## config.mk

```make
export PLATFORM = sky130hd
export DESIGN_NAME = dmem_ctrl
export DESIGN_NICKNAME = d
export VERILOG_FILES = /design/src/rtl/dmem_pkg.sv /design/src/rtl/dmem_rr_arb.sv /design/src/rtl/dmem_ctrl.sv
export SDC_FILE = /design/constraint.sdc
export NUM_CORES = 1
export LEC_CHECK = 0
export ABC_AREA = 0
export BUFFER_PORTS_ARGS = -buffer_cell sky130_fd_sc_hd__buf_2
export CORE_UTILIZATION = 35
export CTS_CLUSTER_SIZE = 30
export DETAILED_ROUTE_END_ITERATION = 6
export GPL_TIMING_DRIVEN = 0
export PLACE_DENSITY = 0.64
export SLEW_MARGIN = 20
export SYNTH_ARGS = -nofsm -noshare
export SYNTH_HDL_FRONTEND = slang
export SYNTH_SLANG_ARGS = --single-unit
```

## constraint.sdc

```tcl
create_clock -name clkin -period 2.3 [get_ports clkin]
set_input_delay 0.46 -clock clkin [delete_from_list [all_inputs] [get_ports clkin]]
set_output_delay 0.46 -clock clkin [all_outputs]
set_load 0.01 [all_outputs]
```

## src/rtl/dmem_pkg.sv

```systemverilog
// Shared encodings for the data-memory controller: access sizes, FSM states,
// requester ids and the size/alignment check used when a request is accepted.
package dmem_pkg;

    localparam logic [1:0] SZ_BYTE = 2'b00;
    localparam logic [1:0] SZ_HALF = 2'b01;
    localparam logic [1:0] SZ_WORD = 2'b10;
    localparam logic [1:0] SZ_ILL  = 2'b11;

    localparam logic REQ_ID0 = 1'b0;
    localparam logic REQ_ID1 = 1'b1;

    typedef enum logic [1:0] {
        ST_IDLE     = 2'b00,
        ST_ACCESS   = 2'b01,
        ST_MERGE_WR = 2'b10,
        ST_RESP     = 2'b11
    } state_t;

    // Illegal size or an address not aligned to the access size.
    function automatic logic size_align_err(input logic [1:0] size, input logic [1:0] addr_lo);
        logic bad;
        case (size)
            SZ_BYTE: bad = 1'b0;
            SZ_HALF: bad = addr_lo[0];
            SZ_WORD: bad = (addr_lo != 2'b00);
            default: bad = 1'b1;
        endcase
        return bad;
    endfunction

endpackage

```

## src/rtl/dmem_rr_arb.sv

```systemverilog
// Two-way round-robin arbiter: one-hot grant while enabled, pointer remembers
// the last granted requester and advances only on an actual grant.
module dmem_rr_arb
    import dmem_pkg::*;
(
    input  logic       clkin,
    input  logic       nrst_in,
    input  logic [1:0] req,
    input  logic       gnt_en,
    output logic [1:0] gnt
);

    logic last_r;

    // Grant selection: a tie goes to the requester not granted last.
    always_comb begin
        gnt = 2'b00;
        if (!gnt_en) begin
            gnt = 2'b00;
        end else if (req == 2'b11) begin
            gnt = (last_r == REQ_ID1) ? 2'b01 : 2'b10;
        end else begin
            gnt = req;
        end
    end

    // Last-granted pointer; reset value lets port 0 win the first tie.
    always_ff @(posedge clkin or negedge nrst_in) begin
        if (!nrst_in) begin
            last_r <= REQ_ID1;
        end else if (gnt_en && (req != 2'b00)) begin
            last_r <= gnt[1];
        end else begin
            last_r <= last_r;
        end
    end

endmodule

```

## src/rtl/dmem_ctrl.sv

```systemverilog
// Shares the word-wide data memory between the core LSU (port 0) and the debug
// loader (port 1); byte/half loads extract a lane, byte/half stores read-modify-write.
module dmem_ctrl
    import dmem_pkg::*;
#(
    parameter int DEPTH = 256
) (
    input  logic        clkin,
    input  logic        nrst_in,
    input  logic        r0_req_in,
    input  logic        r0_we_in,
    input  logic [1:0]  r0_size_in,
    input  logic [31:0] r0_addr_in,
    input  logic [31:0] r0_wdata_in,
    output logic        r0_gnt_out,
    output logic        r0_rvalid_out,
    output logic [31:0] r0_rdata_out,
    output logic        r0_err_out,
    input  logic        r1_req_in,
    input  logic        r1_we_in,
    input  logic [1:0]  r1_size_in,
    input  logic [31:0] r1_addr_in,
    input  logic [31:0] r1_wdata_in,
    output logic        r1_gnt_out,
    output logic        r1_rvalid_out,
    output logic [31:0] r1_rdata_out,
    output logic        r1_err_out,
    output logic        mem_wr_en_out,
    output logic [31:0] mem_wr_idx_out,
    output logic [31:0] mem_wr_data_out,
    output logic [31:0] mem_rd_idx_out,
    input  logic [31:0] mem_rd_data_in
);

    localparam logic [31:0] DEPTH_W = 32'(DEPTH);

    state_t      state_r, state_nxt_s;
    logic [1:0]  req_s, arb_gnt_s;
    logic        arb_en_s, accept_s;
    logic        sel_we_s, sel_err_s;
    logic [1:0]  sel_size_s;
    logic [31:0] sel_addr_s, sel_wdata_s, sel_idx_s;
    logic        owner_r, we_r, err_r;
    logic [1:0]  size_r, lane_r;
    logic [29:0] idx_r;
    logic [31:0] wdata_r, hold_r, rdata_r;

    function automatic logic [31:0] lane_extract(input logic [31:0] word, input logic [1:0] size,
                                                 input logic [1:0] addr_lo);
        logic [31:0] sh_b, sh_h, res;
        sh_b = word >> {addr_lo, 3'b000};
        sh_h = word >> {addr_lo[1], 4'b0000};
        case (size)
            SZ_BYTE: res = {24'h00_0000, sh_b[7:0]};
            SZ_HALF: res = {16'h0000, sh_h[15:0]};
            SZ_WORD: res = word;
            default: res = 32'h0000_0000;
        endcase
        return res;
    endfunction

    // Replace only the addressed lane(s); every other byte keeps the old value.
    function automatic logic [31:0] lane_merge(input logic [31:0] old_w, input logic [31:0] new_d,
                                               input logic [1:0] size, input logic [1:0] addr_lo);
        logic [31:0] mask;
        logic [4:0]  sh;
        case (size)
            SZ_BYTE: begin
                sh   = {addr_lo, 3'b000};
                mask = 32'h0000_00FF << sh;
            end
            SZ_HALF: begin
                sh   = {addr_lo[1], 4'b0000};
                mask = 32'h0000_FFFF << sh;
            end
            default: begin
                sh   = 5'd0;
                mask = 32'h0000_0000;
            end
        endcase
        return (old_w & ~mask) | ((new_d << sh) & mask);
    endfunction

    assign req_s    = {r1_req_in, r0_req_in};
    assign arb_en_s = (state_r == ST_IDLE);
    assign accept_s = arb_en_s && (req_s != 2'b00);

    dmem_rr_arb u_arb (
        .clkin   (clkin),
        .nrst_in (nrst_in),
        .req     (req_s),
        .gnt_en  (arb_en_s),
        .gnt     (arb_gnt_s)
    );

    // Winner's request fields and error classification.
    always_comb begin
        sel_we_s    = r0_we_in;
        sel_size_s  = r0_size_in;
        sel_addr_s  = r0_addr_in;
        sel_wdata_s = r0_wdata_in;
        if (arb_gnt_s[1]) begin
            sel_we_s    = r1_we_in;
            sel_size_s  = r1_size_in;
            sel_addr_s  = r1_addr_in;
            sel_wdata_s = r1_wdata_in;
        end else begin
            sel_we_s    = r0_we_in;
            sel_size_s  = r0_size_in;
            sel_addr_s  = r0_addr_in;
            sel_wdata_s = r0_wdata_in;
        end
        sel_idx_s = {2'b00, sel_addr_s[31:2]};
        sel_err_s = size_align_err(sel_size_s, sel_addr_s[1:0]) || (sel_idx_s >= DEPTH_W);
    end

    // State register.
    always_ff @(posedge clkin or negedge nrst_in) begin
        if (!nrst_in) begin
            state_r <= ST_IDLE;
        end else begin
            state_r <= state_nxt_s;
        end
    end

    // Next-state logic.
    always_comb begin
        state_nxt_s = state_r;
        case (state_r)
            ST_IDLE: begin
                if (accept_s) begin
                    state_nxt_s = ST_ACCESS;
                end else begin
                    state_nxt_s = ST_IDLE;
                end
            end
            ST_ACCESS: begin
                if (!err_r && we_r && (size_r != SZ_WORD)) begin
                    state_nxt_s = ST_MERGE_WR;
                end else begin
                    state_nxt_s = ST_RESP;
                end
            end
            ST_MERGE_WR: state_nxt_s = ST_RESP;
            ST_RESP:     state_nxt_s = ST_IDLE;
            default:     state_nxt_s = ST_IDLE;
        endcase
    end

    // Transaction fields latched at acceptance.
    always_ff @(posedge clkin or negedge nrst_in) begin
        if (!nrst_in) begin
            owner_r <= REQ_ID0;
            we_r    <= 1'b0;
            err_r   <= 1'b0;
            size_r  <= SZ_BYTE;
            lane_r  <= 2'b00;
            idx_r   <= 30'd0;
            wdata_r <= 32'h0000_0000;
        end else if (accept_s) begin
            owner_r <= arb_gnt_s[1];
            we_r    <= sel_we_s;
            err_r   <= sel_err_s;
            size_r  <= sel_size_s;
            lane_r  <= sel_addr_s[1:0];
            idx_r   <= sel_addr_s[31:2];
            wdata_r <= sel_wdata_s;
        end else begin
            owner_r <= owner_r;
            we_r    <= we_r;
            err_r   <= err_r;
            size_r  <= size_r;
            lane_r  <= lane_r;
            idx_r   <= idx_r;
            wdata_r <= wdata_r;
        end
    end

    // Load result and read-modify-write holding word, both captured in ACCESS.
    always_ff @(posedge clkin or negedge nrst_in) begin
        if (!nrst_in) begin
            rdata_r <= 32'h0000_0000;
            hold_r  <= 32'h0000_0000;
        end else if (accept_s) begin
            rdata_r <= 32'h0000_0000;
            hold_r  <= hold_r;
        end else if ((state_r == ST_ACCESS) && !err_r) begin
            rdata_r <= we_r ? 32'h0000_0000 : lane_extract(mem_rd_data_in, size_r, lane_r);
            hold_r  <= mem_rd_data_in;
        end else begin
            rdata_r <= rdata_r;
            hold_r  <= hold_r;
        end
    end

    // Outputs decoded from state and latched fields only.
    always_comb begin
        r0_gnt_out      = 1'b0;
        r1_gnt_out      = 1'b0;
        r0_rvalid_out   = 1'b0;
        r1_rvalid_out   = 1'b0;
        r0_rdata_out    = 32'h0000_0000;
        r1_rdata_out    = 32'h0000_0000;
        r0_err_out      = 1'b0;
        r1_err_out      = 1'b0;
        mem_wr_en_out   = 1'b0;
        mem_wr_idx_out  = 32'h0000_0000;
        mem_wr_data_out = 32'h0000_0000;
        mem_rd_idx_out  = 32'h0000_0000;
        case (state_r)
            ST_ACCESS: begin
                if (owner_r == REQ_ID1) begin
                    r1_gnt_out = 1'b1;
                end else begin
                    r0_gnt_out = 1'b1;
                end
                if (err_r) begin
                    mem_wr_en_out = 1'b0;
                end else if (we_r && (size_r == SZ_WORD)) begin
                    mem_wr_en_out   = 1'b1;
                    mem_wr_idx_out  = {2'b00, idx_r};
                    mem_wr_data_out = wdata_r;
                end else begin
                    mem_rd_idx_out = {2'b00, idx_r};
                end
            end
            ST_MERGE_WR: begin
                mem_wr_en_out   = 1'b1;
                mem_wr_idx_out  = {2'b00, idx_r};
                mem_wr_data_out = lane_merge(hold_r, wdata_r, size_r, lane_r);
            end
            ST_RESP: begin
                if (owner_r == REQ_ID1) begin
                    r1_rvalid_out = 1'b1;
                    r1_rdata_out  = rdata_r;
                    r1_err_out    = err_r;
                end else begin
                    r0_rvalid_out = 1'b1;
                    r0_rdata_out  = rdata_r;
                    r0_err_out    = err_r;
                end
            end
            default: begin
                mem_wr_en_out = 1'b0;
            end
        endcase
    end

endmodule

```

# == Word level (Yosys, flattened, before mapping) ==
# Cells that the tools add are included.
# classes
muxes,45
magnitude_cmp,1
reduce_logical,14
shifts,5
bitwise_logic,5
n_eq_ne,9
# ops
op,count
32-bit two-way mux,12
30-bit two-way mux,5
32-bit one-hot mux with 2 select lines,2
32-bit one-hot mux with 3 select lines,1
32-bit bitwise AND,2
30-bit one-hot mux with 2 select lines,1
32-bit NOT,1
32-bit bitwise OR,1
"16-bit by 5-bit << shifter with 32-bit output, first input constant",1
32-bit by 5-bit << shifter with 32-bit output,1
"8-bit by 5-bit << shifter with 32-bit output, first input constant",1
32-bit by 5-bit right shift with 16-bit output,1
32-bit by 5-bit right shift with 8-bit output,1
"30-bit by 9-bit greater-or-equal comparator with 1-bit output, second input constant",1
1-bit two-way mux,15
"2-bit equality test, second input constant",5
5-bit one-hot mux with 2 select lines,1
2-bit two-way mux,4
2-bit one-hot mux with 4 select lines,1
"2-bit by 1-bit equality test with 1-bit output, second input constant",3
2-bit zero test,3
2-bit nonzero test,3
1-bit logical AND,5
5-bit two-way mux,1
other kinds (7),7
# totals
inputBits,170
word_cells,90
ff_bits,136

# == Logic depth before layout (Yosys ltp) ==
# Gate-level depths: netlist (run 1).
# depth
depth_word,7
mapped_depth,9

# == By module ==
# A second synthesis (run 1) with hierarchy kept.
# unflattened
hier_cells,897
area_unflattened_um2,8194.1
# modules_own_cells
mod,instances,seq_area_each_um2,area_per_inst_um2,cells_per_inst
dmem_ctrl,1,3378.2,8131.5,889
dmem_rr_arb,1,26.3,62.6,8

# == Least setup slack after synthesis (run 1) ==
# OpenSTA, ideal clock, no wires.
# synth_timing
path_kind,flip-flop to output port
start,register state_r[1]
end,output port mem_wr_idx_out[11]
path_stages_with_launch,9
path_slack_ns,0.155
path_buffers,2
arrival_ns,1.685
required_time_ns,1.840
path_cell_list,dfrtp_1 > inv_1 > ha_1 > nor2b_1 > and3_1 > buf_4 > o21a_2 > buf_2 > and2_1
# synth_between
elab_chain_len,2
elab_cells_between_ends,3
cone_classes,eq/ne: 2; mux: 1
# synth_lines
element,line,text
start: declaration,dmem_ctrl.sv:37,"state_t state_r, state_nxt_s;"
start signal: assignment,dmem_ctrl.sv:122,state_r <= state_nxt_s;
2-bit equality test / 2-bit by 1-bit equality test with 1-bit output (equally long branches),dmem_ctrl.sv:210,case (state_r)
30-bit one-hot mux with 2 select lines (*),dmem_ctrl.sv:210,
end: declaration,dmem_ctrl.sv:29,"output logic [31:0] mem_wr_idx_out,"
# Every way passes the cells marked *; elsewhere a longest branch is shown, timed or not.

# == Worst setup path in the final report (run 1) ==
# layout_timing
start,register state_r[0]
end,output port mem_wr_idx_out[26]
# The elaborated chain is that of the path after synthesis.

==> results.txt, run 1 <==
The routed design has roughly 33 mm of wire. The terminus of the critical flop-to-flop path is size_r[0]$_DFFE_PN0P_. TritonCTS built the clock tree.

The post-placement setup slack is -379.9 ps. Dividing the detail-routed wire length by the instance count gives roughly 20 um. The overall power of the completed layout came out at 13.79 mW.

The clock-pin slew reported for the worst setup and hold paths after clock tree synthesis is 60 ps. The run finished, with violations left. The origin of the worst min-delay path is mem_rd_data_in[2]. Yosys mapped the design onto 40 distinct sky130hd cell types. The category of the worst setup path capture point is an output port. The maximum clock skew at final layout is 13.91 ps. The maximum level of the CTS H-tree came out at 4.

The width of the die came out at 153.9 um. STA classifies the critical path startpoint as a flop. The detailed placement HPWL is 24.22 mm. The smallest setup slack after layout came out at -360.7 ps. The cell count after synthesis came out at 915. The critical path goes through ha_4 -> nor2b_4 -> and3_4 -> buf_8 -> o21a_4 -> clkbuf_16 -> and2_4 -> buf_6. Global routing used 26.81% of the available tracks across all layers. The count of input and output buffers came out at between 300 and 400. The most used flip-flop cell after synthesis is sky130_fd_sc_hd__dfrtp_1. The routed via count divided by cell count is around 5.2. The critical path's largest stage delay came out at between 400 and 500 ps.

The residual DRC count is 0. For the worst setup path, the data required time is 1840 ps. After layout, the worst path uses 115.7% of the clock period. The Yosys step of the flow raised 0 warnings. On the critical path the largest part of the delay comes from simple AND/OR/NAND/NOR gates.

Setup repair after global routing could not meet its margin everywhere. The starting utilization of the core area is 35.67%. The net count reported at finish is 1476. The final number of setup-violating endpoints came out at 122. The chip height is 153.9 um. The data arrival at the endpoint of the critical path is ~2200 ps. The insertion delay of the later-clocked pin in the worst-skew pair is 430 ps.

In this run the deepest clock path goes through 2 buffers. The number of global-route vias before repair is around 8000. The floorplan has 55 rows. The final hold violation count came to 0.

Synthesis inferred 136 register bits. The instance count on the critical path is 8. The critical path starts at state_r[0]$_DFF_PN0_.

The share of the yosys chip area belonging to registers is 42.16%. The number of CTS-inserted buffers came out at 17. The tree is rooted in a sky130_fd_sc_hd__clkbuf_16. The post-layout instance count excluding filler cells is approximately 1600.

The routed design could run at a clock period as short as 2661 ps. The combined buffer and inverter count along the critical path came out at 3. The checks that failed: setup timing. The slew of the pin with the lowest slew margin is 626.5 ps.

The highest attainable clock frequency is 375.8 MHz. Following the worst setup path forward leads to its endpoint at mem_wr_idx_out[26]. Counting flops with an async set or reset pin after synthesis yields a share of 100.0%.

The worst-case register-to-register setup slack is approximately 230 ps. The initial antenna violation count is 4. The number of flops mapped to enable cells by yosys is 0. The path depth of the worst reg2reg path came out at 9. The cell area reported after detailed placement is 10140 um2. In this run the worst hold path is classified as in -> reg. Clock tree synthesis found a total of 136 sinks. The final weighted congestion in routability-driven placement came out at roughly 0.9. The residual overflow from global routing came out at 0. During I/O placement, the number of pins put on the boundary was 337. IR analysis of the VDD net gives a maximum drop of 0.0005378 V. The worst register-to-register path begins at state_r[1]$_DFF_PN0_. The first global-routing pass estimated 47.31 mm of wire. The slowest library cell on the worst path is sky130_fd_sc_hd__dfrtp_2.

The die covers 23680 um2. The final antenna-violating net count is 0. Entering global routing, the biggest net connects 70 pins. The max-slew violation count came out at 0.

The pre-antenna-repair detailed-routing pass consisted of 5 iterations. Across all layers, the routed design uses 8393 vias. The relative slew slack is 58.16%. Counting tap cells, the placed design contains a total of 1536 instances. The post-synthesis to final-layout area growth is 46.56%. The summed area of non-filler cells in the final layout is 11840 um2. The max-cap violation count is 0.

The biggest fanout along the worst timing path is 7. The number of DRC markers after the initial detailed-route iteration is 414. Summed over all cells, the static leakage comes to 6.430 nW. The layout cell share with drive strength beyond 1 is 41.43%.

In this run the mean area of a mapped cell was 8.825 um2. The setup TNS came out at -24030 ps. The setup path with the least slack is of type reg -> out.

In this run the cell area of the synthesized design comes to 8075 um2. The power density over cell area is between 1000 and 1500 nW/um2. The area inside the core boundary came out at between 20000 and 25000 um2.
## sequential cells by signal, summed over array words and instances, names as in the netlist
signal	flops
u_arb.last_r	1
hold_r	32
owner_r	1
size_r	2
wdata_r	32
err_r	1
state_r	2
rdata_r	32
we_r	1
lane_r	2
idx_r	30
## worst min-delay path: stages
cell and delay [ps]:
sky130_fd_sc_hd__buf_2 130, sky130_fd_sc_hd__nand2_1 60, sky130_fd_sc_hd__nand2_1 40
## cell usage in the layout (no fill, tap or decap), types with 4 or more instances in the layout
master,n
sky130_fd_sc_hd__conb_1,4
sky130_fd_sc_hd__nor2b_4,4
sky130_fd_sc_hd__a22oi_2,15
sky130_fd_sc_hd__clkbuf_16,21
sky130_fd_sc_hd__a21oi_1,14
sky130_fd_sc_hd__bufinv_16,4
sky130_fd_sc_hd__mux4_2,8
sky130_fd_sc_hd__clkbuf_4,5
sky130_fd_sc_hd__buf_2,318
sky130_fd_sc_hd__mux2_4,7
sky130_fd_sc_hd__dfrtp_1,133
sky130_fd_sc_hd__inv_6,4
sky130_fd_sc_hd__nand2_1,201
sky130_fd_sc_hd__nor2_1,19
sky130_fd_sc_hd__o21ai_0,103
sky130_fd_sc_hd__a22oi_1,9
sky130_fd_sc_hd__and3_1,33
sky130_fd_sc_hd__and2_1,67
sky130_fd_sc_hd__nor4_1,9
sky130_fd_sc_hd__a22o_1,24
sky130_fd_sc_hd__mux2i_2,4
sky130_fd_sc_hd__o21ai_1,6
sky130_fd_sc_hd__a21oi_2,6
sky130_fd_sc_hd__clkbuf_1,25
sky130_fd_sc_hd__buf_8,8
sky130_fd_sc_hd__mux2i_1,86
sky130_fd_sc_hd__clkbuf_2,8
sky130_fd_sc_hd__and2_4,29
sky130_fd_sc_hd__buf_4,27
sky130_fd_sc_hd__nor2b_1,17
sky130_fd_sc_hd__buf_6,36
## metrics by stage
| stage | hold WS, ps | util [%] |
|---|---|---|
| after floorplan | 164.4 | - |
| final | 296.6 | 52.27 |
| after detailed placement | 450.4 | 44.80 |
| after global routing | 287.2 | 52.27 |
| after CTS | 286.2 | 50.01 |
| after global placement | 447.6 | 44.63 |
## routing by layer
metal	up-vias	share of wire, %	GRT usage, %
li1	3915	-	-
met1	4090	39	31.54
met2	340	52	48.38
met3	46	6.3	5.299
met4	2	2.2	9.333
met5	-	0.040	0
## Yosys cell counts, types with 3 or more instances
library cell,n,area [um2]
sky130_fd_sc_hd__a21oi_1,21,105.1
sky130_fd_sc_hd__o21ai_1,3,15.01
sky130_fd_sc_hd__nor4_1,9,56.30
sky130_fd_sc_hd__and3_1,34,212.7
sky130_fd_sc_hd__clkbuf_1,42,157.7
sky130_fd_sc_hd__nor2_1,22,82.58
sky130_fd_sc_hd__o21ai_0,108,540.5
sky130_fd_sc_hd__buf_2,22,110.1
sky130_fd_sc_hd__mux2_2,8,90.09
sky130_fd_sc_hd__mux4_2,8,180.2
sky130_fd_sc_hd__buf_4,7,52.55
sky130_fd_sc_hd__and2_1,96,600.6
sky130_fd_sc_hd__nor2b_1,22,137.6
sky130_fd_sc_hd__inv_1,3,11.26
sky130_fd_sc_hd__dfrtp_1,135,3378
sky130_fd_sc_hd__ha_1,5,62.56
sky130_fd_sc_hd__a22oi_1,24,180.2
sky130_fd_sc_hd__mux2i_1,91,910.9
sky130_fd_sc_hd__nor3_1,3,15.01
sky130_fd_sc_hd__clkbuf_2,3,15.01
sky130_fd_sc_hd__nand2_1,202,758.2
sky130_fd_sc_hd__a22o_1,24,210.2
## final cells by class
cell class | instances | area [um2]
timing repair buffer | 364 | 2217
clock inverter | 13 | 192.7
tap | 285 | 356.6
sequential | 136 | 3407
fill | 2134 | 10810
antenna | 3 | 7.507
buffer | 74 | 509.2
multi-input combinational | 705 | 4705
inverter | 3 | 11.26
clock buffer | 18 | 429.2
## cell families after synthesis
family | count (synthesis) | share of synthesized area, %
flip-flops | 136 | 42.16
multiplexers | 107 | 14.63
AO/OA/AOI/OAI | 189 | 13.91
adder cells (fa/ha/maj) | 5 | 0.7747
AND/OR/NAND/NOR | 400 | 24.19
other | 1 | 0.04644
buffers and inverters | 77 | 4.292
## power by group
| part | internal (mW) | leakage (nW) | switching [mW] |
|---|---|---|---|
| combinational | 3.05 | 4.42 | 3.60 |
| sequential | 3.30 | 1.71 | 0.888 |
| clock | 1.82 | 0.298 | 1.13 |
| total | 8.18 | 6.43 | 5.62 |
## worst min-delay path by stage
stage / to / slack (ps) / depth (start not counted)
final: hold_r[2]$_DFFE_PN0P_ / 300 / 3
after global placement: u_arb.last_r$_DFFE_PN1P_ / 450 / 2
after floorplan: err_r$_DFFE_PN0P_ / 160 / 0
after CTS: hold_r[4]$_DFFE_PN0P_ / 290 / 3
after global routing: hold_r[14]$_DFFE_PN0P_ / 290 / 3
after detailed placement: wdata_r[28]$_DFFE_PN0P_ / 450 / 1
## repair_timing
action / 4_1_cts / 5_1_grt
pin swaps: 16 / 14
gates resized for setup: 106 / 102
hold buffers: 1 / 0
cloned: 3 / 2
buffers inserted: 12 / 13
endpoints found under the setup margin: 148 / 177
hold endpoints to repair: 3 / 0
No activity file was read; power rests on OpenSTA's default activity.
==> run 2, diff against run 1 <==
--- a/config.mk
+++ b/config.mk
@@ -12,6 +12,7 @@
 export DETAILED_ROUTE_END_ITERATION = 6
 export GPL_TIMING_DRIVEN = 0
 export PLACE_DENSITY = 0.64
+export SETUP_SLACK_MARGIN = 0.1
 export SLEW_MARGIN = 20
 export SYNTH_ARGS = -nofsm -noshare
 export SYNTH_HDL_FRONTEND = slang
==> run 2 against run 1 <==
- the flow still finishes with violations (setup timing)
- final cell count about the same
- sequential share of layout area decreased by 0.067 points
- highest routed layer unchanged
- global-route usage increased by 0.055 points
- count of clock-buffer cells in the layout unchanged
- worst setup slack got worse by 6.4 ps
- worst hold slack got worse by 7.2 ps
- largest cell class unchanged
- clock power about the same
- flip-flop and latch count unchanged
- critical path type unchanged
==> results.txt, run 2 (synthesis results as in run 1) <==
The first global-routing pass estimated 47.42 mm of wire. The tightest min-delay check is of the in -> reg type. The smallest setup slack after layout is -367.1 ps. The max-slew violation count was 0. The layout cell share with drive strength beyond 1 is 41.63%. The total length of routed wires came out at 32.58 mm.

The utilization of the core after routing came out at 52.40%. The root buffer cell chosen for the clock tree is sky130_fd_sc_hd__clkbuf_16. The tool flagged a number of max-cap violations equal to 0. The insertion delay of the later-clocked pin in the worst-skew pair came out at 430 ps.

The met2 usage in global routing came out at ~49%. Among all stages on the critical path, the largest delay is contributed by sky130_fd_sc_hd__dfrtp_2. The fraction of met3 tracks used by global routing came out at 5.299%. The starting utilization of the core area is between 30% and 40%. TritonCTS built the clock tree. Excluding fillers, the count of instances in the completed layout stands at 1602. The chip height came out at 153.9 um. IR analysis of the VDD net gives a maximum drop of 0.0005409 V. Timing would allow up to 374.9 MHz.

In the final routed layout, each cell accounts on average for 20.34 um. The startpoint identified for the worst register-to-register timing path is state_r[1]$_DFF_PN0_. The leakage power total came out at approximately 6.4 nW.

The number of global-route vias before repair is 8070. The final weighted congestion in routability-driven placement came out at 0.9221. The shortest period the worst path allows came out at 2667 ps. For this run, the total global-route usage over all layers was measured as 26.86%.

The top cell types in the final layout, fill and taps aside, are sky130_fd_sc_hd__buf_2 (317), sky130_fd_sc_hd__nand2_1 (201), sky130_fd_sc_hd__dfrtp_1 (133). The number of vias in the routed layout is between 8000 and 9000. The row count came out at 55. The category of the worst setup path capture point is an output port. After legalization and detailed placement, the total HPWL measured 24.22 mm.

Compared with the post-synthesis result, the final layout area differs by 46.90%. 337 I/O pins were placed. The H-tree was split into 4 levels.

The count of input and output buffers came out at 332. Clock-pin slew was measured on the worst setup and hold paths at about 60 ps. The initial antenna violation count came to 4. The data arrival at the endpoint of the critical path came out at 2210 ps. The net count reported at finish is 1477. The slew of the pin with the lowest slew margin is 614.5 ps. The fill cell total of the finished layout is 2132. The category of the critical setup timing path is reg -> out. The final antenna-violating net count came out at 0. The total placed cells including tap cells came out at 1536. The clock sink count is 136. The checks that failed: setup timing. The power density over cell area came out at roughly 1200 nW/um2. From left edge to right edge, the die measures 153.9 um. In this run the tightest slew margin relative to its limit is 58.96%. The overall die area is 23680 um2. The clock arrives with 14.96 ps of skew. The worst hold path begins at mem_rd_data_in[14]. The final critical-path share of the clock period is 116.0%. The largest registers in the layout are hold_r (32), rdata_r (32), wdata_r (32). The layer with the highest usage after global routing is met2. Traced cell by cell, the critical path runs through ha_4 -> nor2b_4 -> and3_4 -> buf_8 -> o21a_4 -> clkbuf_16 -> and2_4 -> buf_6. In this run the worst setup path begins at state_r[0]$_DFF_PN0_. The number of DRC markers after the initial detailed-route iteration is approximately 420. The leading cell type in the layout, fill and taps excluded is sky130_fd_sc_hd__buf_2. The largest buffer count on any clock path came out at 2.

The number of CTS-inserted buffers is 17. The final number of setup-violating endpoints is 122. The pin count of the biggest net entering global routing is 70. The core region is roughly 23000 um2. For this run, the slowest stage of the critical path takes 440 ps. The residual DRC count came out at 0. The biggest fanout along the worst timing path came out at 7. The startpoint kind of the worst setup timing path is a flop.

Setup repair after global routing could not meet its margin everywhere. The global routing met1 resource utilization is 31.55%. The data required time at the worst endpoint is between 1500 and 2000 ps. The flow ran to the end, but the final reports show violations. The first-pass iteration count of the detailed router is 5. In the routed layout, each cell is associated on average with a via count of 5.217.

The final hold violation count is 0. The residual overflow from global routing came out at 0.
## run 2: changes by cell type in the layout (fill, tap and decap cells not counted)
cell,previous run,this run
sky130_fd_sc_hd__clkbuf_1,25,23
sky130_fd_sc_hd__clkbuf_2,8,7
sky130_fd_sc_hd__mux2_2,1,0
sky130_fd_sc_hd__buf_2,318,317
sky130_fd_sc_hd__buf_6,36,37
sky130_fd_sc_hd__clkbuf_4,5,9
sky130_fd_sc_hd__mux2_4,7,8
## run 2: metrics by stage
step	hold slack, ps	power (mW)	setup TNS [ps]	setup slack (ps)	cell area (um2)
after floorplan	164.4	7.166	0	154.6	8087
after global placement	447.6	9.098	-183910	-1239	10100
after detailed placement	450.4	9.220	-20610	-379.9	10140
after CTS	286.2	13.02	-31980	-361.4	11310
after global routing	287.2	14.64	-33490	-408.1	11860
final	289.4	13.85	-24430	-367.1	11860
## run 2: final timing paths
| check | depth (start not counted) | end | slack (ps) |
|---|---|---|---|
| worst min register to register | 2 | u_arb.last_r$_DFFE_PN1P_ | 460 |
| worst max register to register | 8 | rdata_r[27]$_DFFE_PN0P_ | 260 |
| max in group asynchronous | 3 | u_arb.last_r$_DFFE_PN1P_ | 970 |
| min in group asynchronous | 2 | wdata_r[28]$_DFFE_PN0P_ | 550 |
| worst min-delay path | 3 | hold_r[14]$_DFFE_PN0P_ | 290 |
| worst max-delay path | 8 | mem_wr_idx_out[26] | -370 |
## run 2: power by group
part | leakage [nW] | switching [mW] | internal [mW]
sequential | 1.71 | 0.895 | 3.30
clock | 0.298 | 1.13 | 1.82
combinational | 4.44 | 3.61 | 3.09
total | 6.45 | 5.64 | 8.22
## run 2: worst max-delay path: cells and delay by family (launching register included)
family          cells  cell delay, ps
simple gates        3             480
compound gates      1             260
buf+inv             3             420
flops               1             440
fa+ha+maj           1             170
## run 2: layout make-up
class | count | area (um2) | share of cell area [%]
diodes | 3 | 7.507 | 0.06328
plain buffers | 74 | 521.8 | 4.398
clock buffers | 18 | 429.2 | 3.618
clock inverters | 13 | 192.7 | 1.624
inverters | 3 | 11.26 | 0.09493
multi-input cells | 705 | 4708 | 39.69
flip-flops and latches | 136 | 3407 | 28.72
well taps | 285 | 356.6 | 3.006
repair buffers | 365 | 2228 | 18.79
## run 2: per-layer routing
layer  part of all wire, %  up-vias
met5                 0.040        -
met4                   2.3        2
met3                   5.5       44
met2                    52      321
met1                    40     4072
li1                      -     3919
## run 2: what timing repair did
action                     in CTS  in global routing
pin swaps                      16                 16
cloned                          3                  2
setup endpoints to repair     163                184
buffers inserted               11                 15
hold endpoints to repair        3                  0
hold buffers                    1                  0
resized for setup             109                111
==> run 3, diff against run 2 <==
--- a/config.mk
+++ b/config.mk
@@ -12,6 +12,7 @@
 export DETAILED_ROUTE_END_ITERATION = 6
 export GPL_TIMING_DRIVEN = 0
 export PLACE_DENSITY = 0.64
+export RECOVER_POWER = 50
 export SETUP_SLACK_MARGIN = 0.1
 export SLEW_MARGIN = 20
 export SYNTH_ARGS = -nofsm -noshare
==> run 3 against run 2 <==
- the run ends with capacitance limit, slew limit, setup timing left
- register-to-register slack lost 170 ps
- worst hold slack better by 8.0 ps
- cell area down 0.16%
- utilization is 0.083 points lower
- clock skew about the same
==> results.txt, run 3 (synthesis results as in run 1) <==
The worst setup path is captured at an output port. The final antenna-violating net count is 0. The clock tree from TritonCTS is done. After filler insertion, the fill cell instance count of the layout stands at around 2100. The final hold violation count was 0.

For this run, the total global-route usage over all layers was measured as 26.86%. The initial utilization of the core area, before any placement, comes to 35.67%. Adding up every negative setup slack in the final design gives -24190 ps. The maximum clock skew at final layout came out at 14.81 ps. The max-slew violation count came to a little under 70.

On the final layout, the worst hold slack is a little under 300 ps. The number of global-route vias before repair came to 8070. The first-pass iteration count of the detailed router came out at 4. The number of DRC markers after the initial detailed-route iteration is 393.

The boundary pin count came out at ~340. Setup repair after global routing could not meet its margin everywhere. The residual DRC count is 0. Dividing the detail-routed via count by the number of cells gives just over 5. Leaving out fill and tap cells, the most frequent cell in the layout is sky130_fd_sc_hd__buf_2. The row count is 55. The largest buffer count on any clock path came out at 2. Across the VDD grid, the largest voltage drop is ~0.00054 V. The critical path is of the reg -> out type.

The total length of routed wires came out at 32.66 mm. CTS saw 136 sinks. The run finished, with violations left. The number of vias in the routed layout came out at 8323.

The global-route wire length before repair came out at around 47 mm. The tightest min-delay check is of the in -> reg type. The residual overflow from global routing came out at 0. The detailed placement HPWL came out at about 24 mm.

The data arrival at the endpoint of the critical path is 2200 ps. The tool flagged a number of max-cap violations equal to 1. Relative to the synthesized area, the layout overhead comes to 46.67%.

Dividing the final minimum period by the clock period gives 115.7%. In this run the static leakage power is 6.445 nW. The insertion delay of the later-clocked pin in the worst-skew pair came out at 430 ps. The relative slew slack is -9.098%. The final number of setup-violating endpoints is 122. The shortest period the worst path allows is 2662 ps. The area inside the core boundary is 22640 um2. The maximum level of the CTS H-tree came out at 4. The width of the die came out at 153.9 um. In the layout the commonest cells are sky130_fd_sc_hd__buf_2 (314), sky130_fd_sc_hd__nand2_1 (201), sky130_fd_sc_hd__dfrtp_1 (133).

The clock root buffer is sky130_fd_sc_hd__clkbuf_16. The smallest setup slack after layout is -361.5 ps. The checks that failed: capacitance limit, slew limit, setup timing. Entering global routing, the biggest net connects 70 pins. The chip height came out at 153.9 um. Clock tree synthesis inserted a total of 17 buffers. The data required time at the worst endpoint came out at roughly 1800 ps. The power density over cell area came out at 1170 nW/um2. The highest attainable clock frequency is between 300 and 400 MHz. In this run the worst path has a maximum fanout of 7. The net count reported at finish is between 1000 and 1500. STA classifies the critical path startpoint as a flop. The layout cell share with drive strength beyond 1 came out at 41.55%.

The final weighted congestion in routability-driven placement came out at 0.9221. Clock-pin slew was measured on the worst setup and hold paths at 60 ps. At the pin with the least slew margin, the transition time is 1636 ps. The largest registers in the layout are hold_r (32), rdata_r (32), wdata_r (32). The overall power of the completed layout is 13.85 mW. The detailed-route wire length per cell came out at 20.39 um. The count of input and output buffers is 332. The initial antenna violation count came to 4.

The overall die area came out at approximately 24000 um2.
==> run 3: report_power, final <==
group	switching, mW	leakage [nW]	internal [mW]
sequential	0.896	1.71	3.30
clock	1.13	0.298	1.82
combinational	3.61	4.44	3.09
total	5.64	6.45	8.21
==> run 3: critical path: stages (launching register included) <==
cell,delay [ps]
sky130_fd_sc_hd__dfrtp_2,440
sky130_fd_sc_hd__ha_4,170
sky130_fd_sc_hd__nor2b_4,120
sky130_fd_sc_hd__and3_4,200
sky130_fd_sc_hd__buf_8,120
sky130_fd_sc_hd__o21a_4,260
sky130_fd_sc_hd__clkbuf_16,190
sky130_fd_sc_hd__and2_4,160
sky130_fd_sc_hd__buf_6,110
==> run 3: layer usage <==
metal,vias up,share of wire (%),GRT usage (%),routed length [um]
met5,-,0.040,0,13
met2,300,53,48.51,17270
li1,3917,-,-,-
met3,43,5.5,5.299,1803
met4,2,1.9,9.429,629
met1,4061,40,31.55,12940
==> run 3: final timing paths <==
check | from | end | slack (ps) | cells past startpoint
hold / removal | mem_rd_data_in[2] | hold_r[2]$_DFFE_PN0P_ | 300 | 3
max in group asynchronous | nrst_in | u_arb.last_r$_DFFE_PN1P_ | 200 | 3
setup / recovery | state_r[0]$_DFF_PN0_ | mem_wr_idx_out[26] | -360 | 8
hold reg to reg | u_arb.last_r$_DFFE_PN1P_ | u_arb.last_r$_DFFE_PN1P_ | 460 | 2
setup reg to reg | state_r[1]$_DFF_PN0_ | lane_r[0]$_DFFE_PN0P_ | 90 | 8
min in group asynchronous | nrst_in | wdata_r[28]$_DFFE_PN0P_ | 970 | 2
==> run 3: stage by stage <==
step	instance area (um2)	setup slack, ps	utilization (%)	std cells
floorplan	8087	154.6	-	918
global placement	10100	-1239	44.63	1535
detailed placement	10140	-379.9	44.80	1536
CTS	11310	-361.4	49.96	1582
global route	11840	-408.1	52.31	1602
finish	11840	-361.5	52.31	1602
==> run 3: cell type report <==
class                   instances  area (um2)  share of cell area (%)
diodes                          3       7.507                 0.06338
plain buffers                  74       520.5                   4.395
clock buffers                  18       429.2                   3.623
clock inverters                13       192.7                   1.627
inverters                       3       11.26                 0.09508
multi-input cells             705        4708                   39.75
flip-flops and latches        136        3407                   28.77
well taps                     285       356.6                   3.011
repair buffers                365        2211                   18.67
==> run 3: what timing repair did <==
| action | in CTS | in global routing |
|---|---|---|
| pin swaps | 16 | 16 |
| setup buffers | 11 | 15 |
| resized for setup | 109 | 111 |
| endpoints found under the setup margin | 163 | 184 |
| gates cloned | 3 | 2 |
| hold buffers | 1 | 0 |
| endpoints found under the hold margin | 3 | 0 |
